File: src/rtl/pipelined_accumulate_machine.sv
// Streams `length` words from a combinational-read memory through a registered
// fetch stage into an add / subtract / saturating-add accumulator.
module pipelined_accumulate_machine #(
  parameter int WIDTH = 32,
  parameter int AW    = 30
) (
  input  logic             clk,
  input  logic             reset,
  input  logic             start,
  input  logic [AW-1:0]    base,
  input  logic [AW-1:0]    length,
  input  logic [1:0]       mode,
  input  logic             hold,
  output logic [AW-1:0]    mem_addr,
  input  logic [WIDTH-1:0] mem_data,
  output logic [WIDTH-1:0] out,
  output logic             busy,
  output logic             done,
  output logic             overflow
);

  typedef enum logic [1:0] {S_IDLE, S_FETCH, S_DRAIN, S_DONE} state_t;

  localparam logic [AW-1:0]    ONE  = AW'(1);
  localparam logic [WIDTH-1:0] SMAX = {1'b0, {(WIDTH-1){1'b1}}};
  localparam logic [WIDTH-1:0] SMIN = {1'b1, {(WIDTH-1){1'b0}}};

  state_t           state, nxt;
  logic [AW-1:0]    idx, rem;
  logic [WIDTH-1:0] dreg, acc, res, sum, diff;
  logic [1:0]       mode_q;
  logic             vld, ovf, ov, add_ovf, sub_ovf;

  always_ff @(posedge clk) begin
    if (!reset) state <= S_IDLE;
    else        state <= nxt;
  end

  always_comb begin
    nxt = state;
    case (state)
      S_IDLE:  if (start) nxt = (length != '0) ? S_FETCH : S_DONE;
      S_FETCH: if (!hold && rem == ONE) nxt = S_DRAIN;
      S_DRAIN: if (!hold) nxt = S_DONE;
      S_DONE:  nxt = S_IDLE;
      default: nxt = S_IDLE;
    endcase
  end

  always_comb begin
    busy = (state == S_FETCH) || (state == S_DRAIN);
    done = (state == S_DONE);
  end

  // Signed overflow: operands agree (add) or differ (sub) in sign and the
  // result's sign departs from the accumulator's.
  always_comb begin
    sum     = acc + dreg;
    diff    = acc - dreg;
    add_ovf = (acc[WIDTH-1] == dreg[WIDTH-1]) && (sum[WIDTH-1]  != acc[WIDTH-1]);
    sub_ovf = (acc[WIDTH-1] != dreg[WIDTH-1]) && (diff[WIDTH-1] != acc[WIDTH-1]);
    res     = sum;
    ov      = add_ovf;
    case (mode_q)
      2'b01: begin res = diff; ov = sub_ovf; end
      2'b10: if (add_ovf) res = acc[WIDTH-1] ? SMIN : SMAX;
      default: ;
    endcase
  end

  always_ff @(posedge clk) begin
    if (!reset) begin
      idx    <= '0;
      rem    <= '0;
      dreg   <= '0;
      acc    <= '0;
      mode_q <= '0;
      vld    <= 1'b0;
      ovf    <= 1'b0;
    end else begin
      case (state)
        S_IDLE: if (start) begin
          acc <= '0;
          ovf <= 1'b0;
          vld <= 1'b0;
          if (length != '0) begin
            idx    <= base;
            rem    <= length;
            mode_q <= mode;
          end
        end
        S_FETCH, S_DRAIN: if (!hold) begin
          if (vld) begin
            acc <= res;
            ovf <= ovf | ov;
          end
          if (state == S_FETCH) begin
            dreg <= mem_data;
            vld  <= 1'b1;
            idx  <= idx + ONE;
            rem  <= rem - ONE;
          end else begin
            vld  <= 1'b0;
          end
        end
        default: ;
      endcase
    end
  end

  assign mem_addr = idx;
  assign out      = acc;
  assign overflow = ovf;

endmodule

File: config.mk
export PLATFORM = sky130hd
export DESIGN_NAME = pipelined_accumulate_machine
export DESIGN_NICKNAME = d
export VERILOG_FILES = /design/src/rtl/pipelined_accumulate_machine.sv
export SDC_FILE = /design/constraint.sdc
export NUM_CORES = 1
export LEC_CHECK = 0
export BUFFER_PORTS_ARGS = -buffer_cell sky130_fd_sc_hd__buf_2
export CAP_MARGIN = 20
export CELL_PAD_IN_SITES_DETAIL_PLACEMENT = 0
export CELL_PAD_IN_SITES_GLOBAL_PLACEMENT = 1
export CORE_UTILIZATION = 31
export CTS_BUF_LIST = sky130_fd_sc_hd__clkbuf_4 sky130_fd_sc_hd__clkbuf_8
export DETAILED_ROUTE_END_ITERATION = 10
export GPL_ROUTABILITY_DRIVEN = 1
export GPL_TIMING_DRIVEN = 0
export PLACE_DENSITY_LB_ADDON = 0.2
export SYNTH_ARGS = -nofsm -noshare
export SYNTH_HDL_FRONTEND = slang
export SYNTH_SLANG_ARGS = --single-unit
File: constraint.sdc
create_clock -name clk -period 7.5 [get_ports clk]
set_input_delay 0.375 -clock clk [delete_from_list [all_inputs] [get_ports clk]]
set_output_delay 0.375 -clock clk [all_outputs]
set_load 0.01 [all_outputs]
==> flow_metrics.env, run 1 <==
export IMPL_gp_congestion=0.9262
export IMPL_setup_worst_path_start="out[18]"
export IMPL_routed_via_count_divided_by_cell_count=5.570
export IMPL_antenna_cells=0
export IMPL_timing_max_cap_violations=0
export IMPL_syn_avg_cell_area_um2=7.097
export IMPL_setup_repair_after_global_routing_missed_its_margin="no"
export IMPL_crit_path_start_kind="flop"
export IMPL_cts_repair_resize_count=0
export IMPL_floorplan_die_width_um=188.5
export IMPL_worst_hold_path_type="input pin to flop"
export IMPL_synth_edf_count=0
export IMPL_critPathMaxStageDelay_ns=0.64
export IMPL_die_area_mm2=0.03552
export IMPL_cts_made_buffers=17
export IMPL_ys_types=90
export IMPL_share_of_layout_cells_above_drive_strength_1_pct=15.07
export IMPL_row_cnt=67
export IMPL_yosys_warnings=0
export IMPL_pre_antenna_drt_iters=6
export IMPL_drt_drc_violations_left=0
export IMPL_antenna_found_initial=0
export IMPL_routed_wl_um=45020
export IMPL_worst_setup_end_kind="flop"
export IMPL_drt_first_iter_violations=1242
export IMPL_powerDensity_mw_per_mm2=364.7
export IMPL_cts_htree_levels=4
export IMPL_fillCellCount=3762
export IMPL_final_max_slew_viol_count=0
export IMPL_floorplan_io_pins=163
export IMPL_worstMarginPinSlew_ns=1.036
export IMPL_max_slew_margin_rel_pct=30.93
export IMPL_antenna_violating_nets_post_route=0
export IMPL_gr_total_overflow=0
export IMPL_synth_cell_area_mm2=0.01078
export IMPL_yosysTopAreaCellShare_pct=24.14
export IMPL_timing_critical_path_cells="ha_1, buf_2, inv_1, a21oi_1, a21oi_1, o31ai_1, nand3_1, o22ai_1, clkbuf_1, o22ai_1, a22o_1"
export IMPL_async_flop_share_pct=0
export IMPL_power_leakage_nw=5.094
export IMPL_grt_start_max_net_pins=17
export IMPL_finalClockSkew_ns=0.02305
export IMPL_place_worst_setup_slack_ns=3.737
export IMPL_drt_wl_cell_um=20.84
export IMPL_syn_to_final_growth_pct=16.39
export IMPL_vdd_drop_max_mv=0.2186
export IMPL_die_height_um=188.5
export IMPL_path_clk_slew_ns=0.09
export IMPL_status="finished, final reports clean"
export IMPL_insertion_delay_ns=0.51
export IMPL_layout_min_cycle_time_ns=3.803
export IMPL_layout_worst_path_cycle_share_pct=50.71
export IMPL_final_hold_violation_count=0
export IMPL_mappedNetlistNets=1691
export IMPL_grt_first_pass_wirelength_um=68300
export IMPL_placedInstanceArea_mm2=0.01215
export IMPL_synth_yosys_seq_area_share_pct=24.14
export IMPL_finalSetupViolCount=0
export IMPL_dr_total_vias=12030
export IMPL_worst_hold_startpoint="mode[0]"
export IMPL_grt_util_all_layers_pct=25.19
export IMPL_clock_sinks=130
export IMPL_timing_rr_start="out[18]"
export IMPL_starting_density_pct=31.83
export IMPL_dp_hpwl_um=34110
export IMPL_finalNetCount=1872
export IMPL_setup_slack_ns=3.697
export IMPL_cp_data_required_time_ns=7.89
export IMPL_worst_ep_arrival_time_ns=4.19
export IMPL_clock_tree_buffer_depth=2
export IMPL_core_area_mm2=0.03387
export IMPL_synth_top_flop_cell="sky130_fd_sc_hd__dfxtp_1"
export IMPL_fmax_mhz=262.9
export IMPL_vias_in_the_first_global_route=11260
export IMPL_synth_seq_cells=130
export IMPL_utilization_pct=37.05
export IMPL_cell_accounting_for_the_most_synthesized_area="sky130_fd_sc_hd__dfxtp_1"
export IMPL_timing_worst_setup_path_type="flop to flop"
export IMPL_synth_area_top_cells="sky130_fd_sc_hd__dfxtp_1 24%, sky130_fd_sc_hd__ha_1 8.4%, sky130_fd_sc_hd__a21oi_1 7.7%, sky130_fd_sc_hd__nand2_1 7.1%, sky130_fd_sc_hd__nor2_1 4.9%"
export IMPL_tritoncts="built"
export IMPL_fin_area_mm2=0.01255
export IMPL_clk_root_buffer_cell="sky130_fd_sc_hd__clkbuf_8"
export IMPL_hold_buffers=0
export IMPL_post_cts_setup_buffer_count=0
export IMPL_crit_slowest_cell="sky130_fd_sc_hd__clkbuf_1"
export IMPL_syn_inst=1519
export IMPL_setup_tns_final_ns=0
export IMPL_total_power_mw=4.576
export IMPL_worstPathMaxFanout=10
export IMPL_place_port_buffers=161
==> report_power, final <==
| part | switching, mW | internal, mW |
|---|---|---|
| Sequential | 0.191 | 0.860 |
| Combinational | 1.94 | 0.930 |
| Clock | 0.339 | 0.312 |
==> final timing paths <==
kind	to	cells after the start	slack, ns
worst max-delay path	out[15]	11	3.70
worst min register to register	dreg[29]	2	0.48
worst max register to register	out[15]	11	3.70
worst min-delay path	mode_q[0]	3	0.11
==> layout make-up <==
| class | count | area [um2] | area share [%] |
|---|---|---|---|
| multi-input combinational | 1207 | 7428 | 59.20 |
| inverter | 83 | 311.5 | 2.483 |
| buffer | 99 | 437.9 | 3.490 |
| sequential | 130 | 2603 | 20.74 |
| clock buffer | 20 | 262.8 | 2.094 |
| tap | 448 | 560.5 | 4.468 |
| timing repair buffer | 162 | 813.3 | 6.482 |
| clock inverter | 11 | 130.1 | 1.037 |
==> placed cells by master, fill, tap and decap left out, types with 33 or more instances in the layout <==
master	synthesis	final
sky130_fd_sc_hd__nand2_1	205	205
sky130_fd_sc_hd__buf_2	18	179
sky130_fd_sc_hd__a21oi_1	166	166
sky130_fd_sc_hd__nor2_1	140	140
sky130_fd_sc_hd__dfxtp_1	130	130
sky130_fd_sc_hd__inv_1	81	81
sky130_fd_sc_hd__o21ai_0	80	80
sky130_fd_sc_hd__ha_1	72	72
sky130_fd_sc_hd__clkbuf_1	66	66
sky130_fd_sc_hd__nor3_1	49	49
sky130_fd_sc_hd__a21boi_0	38	38
sky130_fd_sc_hd__xnor2_1	35	35
sky130_fd_sc_hd__nand3_1	33	33
==> metal layers <==
layer  vias to the layer above  GRT usage, %  routed length [um]
met5                         -             0                   0
met4                         0         8.375                1011
met3                        62         3.874                3098
met2                       493         38.69               19980
met1                      5684         35.67               20930
li1                       5792             -                   -
==> synthesized netlist by cell type (5+ instances only) <==
| cell type | count |
|---|---|
| sky130_fd_sc_hd__xor2_1 | 9 |
| sky130_fd_sc_hd__xnor2_1 | 35 |
| sky130_fd_sc_hd__buf_6 | 5 |
| sky130_fd_sc_hd__buf_1 | 7 |
| sky130_fd_sc_hd__and2_1 | 18 |
| sky130_fd_sc_hd__a31oi_1 | 16 |
| sky130_fd_sc_hd__nand2b_1 | 13 |
| sky130_fd_sc_hd__clkbuf_1 | 66 |
| sky130_fd_sc_hd__o21a_1 | 15 |
| sky130_fd_sc_hd__a21oi_1 | 166 |
| sky130_fd_sc_hd__o32ai_1 | 5 |
| sky130_fd_sc_hd__mux2i_1 | 5 |
| sky130_fd_sc_hd__nor2b_1 | 22 |
| sky130_fd_sc_hd__or3_1 | 15 |
| sky130_fd_sc_hd__a22oi_1 | 8 |
| sky130_fd_sc_hd__inv_1 | 81 |
| sky130_fd_sc_hd__o21ai_0 | 80 |
| sky130_fd_sc_hd__o21ai_1 | 6 |
| sky130_fd_sc_hd__ha_1 | 72 |
| sky130_fd_sc_hd__buf_2 | 18 |
| sky130_fd_sc_hd__nand4_1 | 21 |
| sky130_fd_sc_hd__nand2_1 | 205 |
| sky130_fd_sc_hd__a21boi_0 | 38 |
| sky130_fd_sc_hd__o31ai_1 | 8 |
| sky130_fd_sc_hd__or2_2 | 8 |
| sky130_fd_sc_hd__nor2_1 | 140 |
| sky130_fd_sc_hd__o22ai_1 | 30 |
| sky130_fd_sc_hd__dfxtp_1 | 130 |
| sky130_fd_sc_hd__o2bb2ai_1 | 5 |
| sky130_fd_sc_hd__a21o_1 | 12 |
| sky130_fd_sc_hd__nor3_1 | 49 |
| sky130_fd_sc_hd__o31a_1 | 6 |
| sky130_fd_sc_hd__nand3_1 | 33 |
| sky130_fd_sc_hd__a22o_1 | 8 |
| sky130_fd_sc_hd__a211oi_1 | 26 |
| sky130_fd_sc_hd__nor4_1 | 15 |
| sky130_fd_sc_hd__o21bai_1 | 16 |
| sky130_fd_sc_hd__o211ai_1 | 9 |
==> sequential cells by signal (all words and copies together) (netlist names) <==
| name | count |
|---|---|
| dreg | 32 |
| mem_addr | 30 |
| mode_q | 2 |
| out | 32 |
| overflow | 1 |
| rem | 30 |
| state | 2 |
| vld | 1 |
==> worst max-delay path, delay by kind of cell (launching register included) <==
| family | cells | cell delay, ns |
|---|---|---|
| AND/OR/NAND/NOR | 1 | 0.13 |
| flip-flops | 1 | 0.38 |
| AO/OA/AOI/OAI | 6 | 1.88 |
| adder cells (fa/ha/maj) | 1 | 0.30 |
| buffers and inverters | 3 | 0.99 |
==> per-stage QoR <==
stage | hold WS, ns | cells
after detailed placement | 0.4724 | 2129
after global routing | 0.1047 | 2160
final | 0.1134 | 2160
after CTS | 0.07881 | 2160
after floorplan | 0.4493 | 1519
after global placement | 0.4622 | 2128
==> logic make-up (layout without fill, tap and decap cells) <==
| kind of cell | after synthesis | in the layout | synth area share [%] |
|---|---|---|---|
| and+or+nand+nor | 567 | 567 | 24.76 |
| AOI/OAI and AO/OA | 513 | 513 | 30.97 |
| buffers and inverters | 182 | 375 | 6.952 |
| DFF | 130 | 130 | 24.14 |
| adders and majority gates | 74 | 74 | 8.728 |
| xor gates and xnor gates | 44 | 44 | 3.575 |
| muxes | 9 | 9 | 0.8821 |
Power figures use the tool's default switching activity.
==> inputs of run 2 (changes only) <==
==> constraint.sdc (replaced) <==
create_clock -name clk -period 3.72 [get_ports clk]
set_input_delay 0.186 -clock clk [delete_from_list [all_inputs] [get_ports clk]]
set_output_delay 0.186 -clock clk [all_outputs]
set_load 0.01 [all_outputs]
==> flow_metrics.env, run 2 (synthesis results as in run 1) <==
export IMPL_fillCellCount=3726
export IMPL_timing_worst_setup_path_type="flop to flop"
export IMPL_floorplan_die_width_um=188.5
export IMPL_gr_total_overflow=0
export IMPL_drt_wl_cell_um=20.63
export IMPL_path_clk_slew_ns=0.09
export IMPL_timing_rr_start="out[8]"
export IMPL_power_net_switching_mw=5.008
export IMPL_worst_reg_to_reg_setup_slack_ns=0.21
export IMPL_insertion_delay_ns=0.51
export IMPL_power_leakage_nw=5.264
export IMPL_timing_max_cap_violations=0
export IMPL_finalNetCount=1909
export IMPL_final_max_slew_viol_count=0
export IMPL_floorplan_io_pins=163
export IMPL_grt_first_pass_wirelength_um=68670
export IMPL_r2r_end="overflow"
export IMPL_layout_worst_path_cycle_share_pct=94.48
export IMPL_combinational_fraction_of_design_power_pct=63.1
export IMPL_routed_wl_um=45350
export IMPL_powerDensity_mw_per_mm2=716.2
export IMPL_worst_ep_arrival_time_ns=3.92
export IMPL_setup_slack_ns=0.2055
export IMPL_pre_antenna_drt_iters=5
export IMPL_vdd_drop_max_mv=0.4362
export IMPL_utilization_pct=38.29
export IMPL_gp_congestion=0.9262
export IMPL_hold_path_cell_count=3
export IMPL_grt_util_all_layers_pct=25.30
export IMPL_layout_min_cycle_time_ns=3.515
export IMPL_critPathMaxStageDelay_ns=0.47
export IMPL_worst_hold_path_type="input pin to flop"
export IMPL_rr_worst_depth=12
export IMPL_antenna_found_initial=0
export IMPL_place_port_buffers=161
export IMPL_drt_first_iter_violations=1178
export IMPL_worst_hold_startpoint="base[9]"
export IMPL_clock_tree_buffer_depth=2
export IMPL_final_hold_violation_count=0
export IMPL_dp_hpwl_um=34110
export IMPL_cp_data_required_time_ns=4.13
export IMPL_status="finished, final reports clean"
export IMPL_cts_htree_levels=4
export IMPL_crit_path_start_kind="flop"
export IMPL_finalClockSkew_ns=0.02195
export IMPL_cts_made_buffers=17
export IMPL_worstHoldEndpoint="mem_addr[9]"
export IMPL_layout_cells_most_common="sky130_fd_sc_hd__nand2_1"
export IMPL_place_worst_setup_slack_ns=-0.04280
export IMPL_worstMarginPinSlew_ns=0.9788
export IMPL_core_area_mm2=0.03387
export IMPL_pwr_share_clk_pct=14.1
export IMPL_routed_via_count_divided_by_cell_count=5.563
export IMPL_timing_critical_path_cells="ha_1, buf_6, a21oi_1, o21ai_0, a211o_1, a22oi_2, o21ai_2, nor4b_4, a311oi_2, nor3b_1, o31a_1, o221a_1"
export IMPL_tritoncts="built"
export IMPL_seq_power_share_pct=22.8
export IMPL_total_power_mw=9.289
export IMPL_syn_to_final_growth_pct=20.30
export IMPL_clk_root_buffer_cell="sky130_fd_sc_hd__clkbuf_8"
export IMPL_starting_density_pct=31.83
export IMPL_vias_in_the_first_global_route=11360
export IMPL_crit_slowest_cell="sky130_fd_sc_hd__a311oi_2"
export IMPL_worst_setup_end_kind="flop"
export IMPL_dr_total_vias=12230
export IMPL_share_of_layout_cells_above_drive_strength_1_pct=15.32
export IMPL_drt_drc_violations_left=0
export IMPL_fmax_mhz=284.5
export IMPL_grt_start_max_net_pins=17
export IMPL_die_area_mm2=0.03552
export IMPL_power_switching_share_pct=53.92
export IMPL_die_height_um=188.5
export IMPL_power_report_internal_total_mw=4.280
export IMPL_most_common_layout_cells="205 x sky130_fd_sc_hd__nand2_1, 179 x sky130_fd_sc_hd__buf_2, 166 x sky130_fd_sc_hd__a21oi_1"
export IMPL_max_slew_margin_rel_pct=34.75
export IMPL_clock_sinks=130
export IMPL_antenna_violating_nets_post_route=0
export IMPL_finalSetupViolCount=0
export IMPL_worstPathMaxFanout=10
export IMPL_row_cnt=67
export IMPL_setup_repair_after_global_routing_missed_its_margin="no"
-- run 2: worst max-delay path: cells and delay by family (launching register included) --
kind,cells,cell delay [ns]
buffers and inverters,1,0.14
AND/OR/NAND/NOR,2,0.28
AO/OA/AOI/OAI,8,2.28
flip-flops,1,0.43
adder cells (fa/ha/maj),1,0.27
-- run 2: through the flow --
| step | TNS (ns) | instances | hold slack (ns) | instance area [um2] |
|---|---|---|---|---|
| global placement | -0.1496 | 2128 | 0.4236 | 12150 |
| global route | 0 | 2197 | 0.03108 | 12970 |
| finish | 0 | 2198 | 0.02067 | 12970 |
| CTS | 0 | 2196 | 0.00004191 | 12910 |
| floorplan | 0 | 1519 | 0.3220 | 10780 |
| detailed placement | -0.06248 | 2129 | 0.4278 | 12150 |
-- run 2: worst max-delay path by stage --
stage,endpoint,startpoint,slack (ns)
floorplan,out[26],out[0],0.87
global route,out[15],dreg[1],0.02
global placement,out[15],out[18],-0.08
finish,overflow,out[8],0.21
detailed placement,out[15],out[18],-0.04
CTS,out[28],out[0],0.04
-- run 2: cell type report --
class                      count  area [um2]  share of cell area (%)
sequential                   130        2604                   20.08
multi-input combinational   1207        7476                   57.65
clock buffer                  20       262.8                   2.026
inverter                      83       311.5                   2.402
timing repair buffer         199        1181                   9.108
antenna                        1       2.502                 0.01930
tap                          448       560.5                   4.322
clock inverter                11       130.1                   1.003
buffer                        99       440.4                   3.396
-- run 2: timing repair --
| action | in CTS | in global routing |
|---|---|---|
| hold endpoints to repair | 36 | 0 |
| hold buffers | 36 | 0 |
| endpoints found under the setup margin | 3 | 28 |
| gates resized for setup | 2 | 10 |
| pin swaps | 0 | 1 |
| setup buffers | 0 | 1 |
-- run 2: metal layers --
metal	track usage, %	part of all wire, %	vias up
met3	3.706	6.4	65
met1	35.89	47	5836
met5	0	0	-
met4	8.282	2.3	0
li1	-	-	5860
met2	38.96	44	466
-- run 2: power groups by stage --
stage / registers (mW) / logic, mW / clock network, mW
4_1_cts: 2.11 / 5.73 / 1.34
2_1_floorplan: 2.11 / 3.66 / 0
6_report: 2.12 / 5.86 / 1.31
5_1_grt: 2.16 / 6.28 / 1.40
3_3_place_gp: 2.13 / 5.69 / 0
3_5_place_dp: 2.14 / 5.66 / 0
==> inputs of run 3 (changes only) <==
--- a/config.mk
+++ b/config.mk
@@ -14,7 +14,9 @@
 export DETAILED_ROUTE_END_ITERATION = 10
 export GPL_ROUTABILITY_DRIVEN = 1
 export GPL_TIMING_DRIVEN = 0
+export HOLD_SLACK_MARGIN = 0.12
 export PLACE_DENSITY_LB_ADDON = 0.2
+export SKIP_CTS_REPAIR_TIMING = 1
 export SYNTH_ARGS = -nofsm -noshare
 export SYNTH_HDL_FRONTEND = slang
 export SYNTH_SLANG_ARGS = --single-unit
==> flow_metrics.env, run 3 (synthesis results as in run 1) <==
export IMPL_status="finished, final reports clean"
export IMPL_timing_rr_start="out[8]"
export IMPL_worst_hold_startpoint="base[3]"
export IMPL_grt_util_all_layers_pct=25.19
export IMPL_final_max_slew_viol_count=0
export IMPL_floorplan_io_pins=163
export IMPL_post_place_cells=2129
export IMPL_placedInstanceArea_mm2=0.01215
export IMPL_insertion_delay_ns=0.51
export IMPL_grt_start_max_net_pins=17
export IMPL_final_cell_count_no_fill=2232
export IMPL_finalNetCount=1942
export IMPL_dp_hpwl_um=34110
export IMPL_path_clk_slew_ns=0.09
export IMPL_tritoncts="built"
export IMPL_worst_hold_path_type="input pin to flop"
export IMPL_layout_worst_path_cycle_share_pct=94.91
export IMPL_grt_first_pass_wirelength_um=68300
export IMPL_finalSetupViolCount=0
export IMPL_worst_ep_arrival_time_ns=3.93
export IMPL_place_port_buffers=161
export IMPL_worstPathMaxFanout=10
export IMPL_gp_congestion=0.9262
export IMPL_pre_antenna_drt_iters=6
export IMPL_setup_slack_ns=0.1895
export IMPL_most_common_layout_cells="205 x sky130_fd_sc_hd__nand2_1, 179 x sky130_fd_sc_hd__buf_2, 166 x sky130_fd_sc_hd__a21oi_1"
export IMPL_layout_min_cycle_time_ns=3.531
export IMPL_worstHoldEndpoint="mem_addr[3]"
export IMPL_drt_first_iter_violations=1316
export IMPL_die_area_mm2=0.03552
export IMPL_setup_tns_final_ns=0
export IMPL_share_of_layout_cells_above_drive_strength_1_pct=15.04
export IMPL_cp_data_required_time_ns=4.12
export IMPL_max_slew_margin_rel_pct=32.22
export IMPL_fmax_mhz=283.2
export IMPL_vdd_drop_max_mv=0.4401
export IMPL_layout_cells_most_common="sky130_fd_sc_hd__nand2_1"
export IMPL_worst_reg_to_reg_setup_slack_ns=0.19
export IMPL_starting_density_pct=31.83
export IMPL_fin_area_mm2=0.01330
export IMPL_timing_max_cap_violations=0
export IMPL_core_area_mm2=0.03387
export IMPL_drt_drc_violations_left=0
export IMPL_gr_total_overflow=0
export IMPL_place_worst_setup_slack_ns=-0.04280
export IMPL_antenna_found_initial=0
export IMPL_die_height_um=188.5
export IMPL_syn_to_final_growth_pct=23.39
export IMPL_r2r_end="overflow"
export IMPL_floorplan_die_width_um=188.5
export IMPL_clock_tree_buffer_depth=2
export IMPL_cts_htree_levels=4
export IMPL_timing_critical_path_cells="ha_1, buf_6, a21oi_1, o21ai_0, a211o_1, a22oi_2, o21ai_2, nor4b_4, a311oi_2, nor3b_1, o31a_1, o221a_1"
export IMPL_vias_in_the_first_global_route=11260
export IMPL_finalClockSkew_ns=0.01919
export IMPL_routed_wl_um=45560
export IMPL_clock_sinks=130
export IMPL_utilization_pct=39.28
export IMPL_final_hold_violation_count=0
export IMPL_routed_via_count_divided_by_cell_count=5.521
export IMPL_dr_total_vias=12320
export IMPL_critPathMaxStageDelay_ns=0.46
export IMPL_worst_setup_end_kind="flop"
export IMPL_antenna_violating_nets_post_route=0
export IMPL_crit_slowest_cell="sky130_fd_sc_hd__a311oi_2"
export IMPL_worstMarginPinSlew_ns=1.017
export IMPL_cts_made_buffers=17
export IMPL_timing_worst_setup_path_type="flop to flop"
export IMPL_setup_repair_after_global_routing_missed_its_margin="no"
export IMPL_clk_root_buffer_cell="sky130_fd_sc_hd__clkbuf_8"
export IMPL_powerDensity_mw_per_mm2=700.1
export IMPL_drt_wl_cell_um=20.41
export IMPL_hold_path_cell_count=5
export IMPL_power_leakage_nw=5.402
export IMPL_crit_path_start_kind="flop"
export IMPL_row_cnt=67
export IMPL_rr_worst_depth=12
[run 3: routing by layer]
layer	share of wire, %	GRT usage, %	vias up
met5	0	0	-
met4	2.2	8.375	0
met3	6.6	3.874	65
met2	45	38.69	476
met1	47	35.67	5848
li1	-	-	5934
[run 3: worst max path at each step]
stage | from | endpoint | slack (ns) | cells past startpoint
finish | out[8] | overflow | 0.19 | 12
floorplan | out[0] | out[26] | 0.87 | 14
detailed placement | out[18] | out[15] | -0.04 | 11
CTS | out[18] | out[15] | -0.06 | 11
global route | state[0] | rem[18] | 0.02 | 9
global placement | out[18] | out[15] | -0.08 | 11
[run 3: layout make-up]
cell class	instances	area, um2
inverters	83	311.5
repair buffers	232	1511
well taps	448	560.5
diodes	2	5.005
clock inverters	11	130.1
fillers	3707	20570
clock buffers	20	262.8
plain buffers	99	440.4
flip-flops and latches	130	2604
multi-input cells	1207	7476
[run 3: where the power goes]
part	internal, mW	leakage [nW]	switching (mW)
logic	1.94	4.15	3.95
clock network	0.629	0.189	0.680
registers	1.73	1.06	0.382
[run 3: per-stage QoR]
stage,total power [mW],hold WS [ns]
5_1_grt,9.869,0.1215
3_5_place_dp,7.796,0.4278
3_3_place_gp,7.825,0.4236
4_1_cts,9.140,-0.1102
6_report,9.312,0.05310
2_1_floorplan,5.764,0.3220
[run 3: critical path, delay by kind of cell, from the launching register on]
family,cells,cell delay (ns)
AO/OA/AOI/OAI,8,2.31
flip-flops,1,0.43
adder cells (fa/ha/maj),1,0.27
AND/OR/NAND/NOR,2,0.27
buffers and inverters,1,0.14
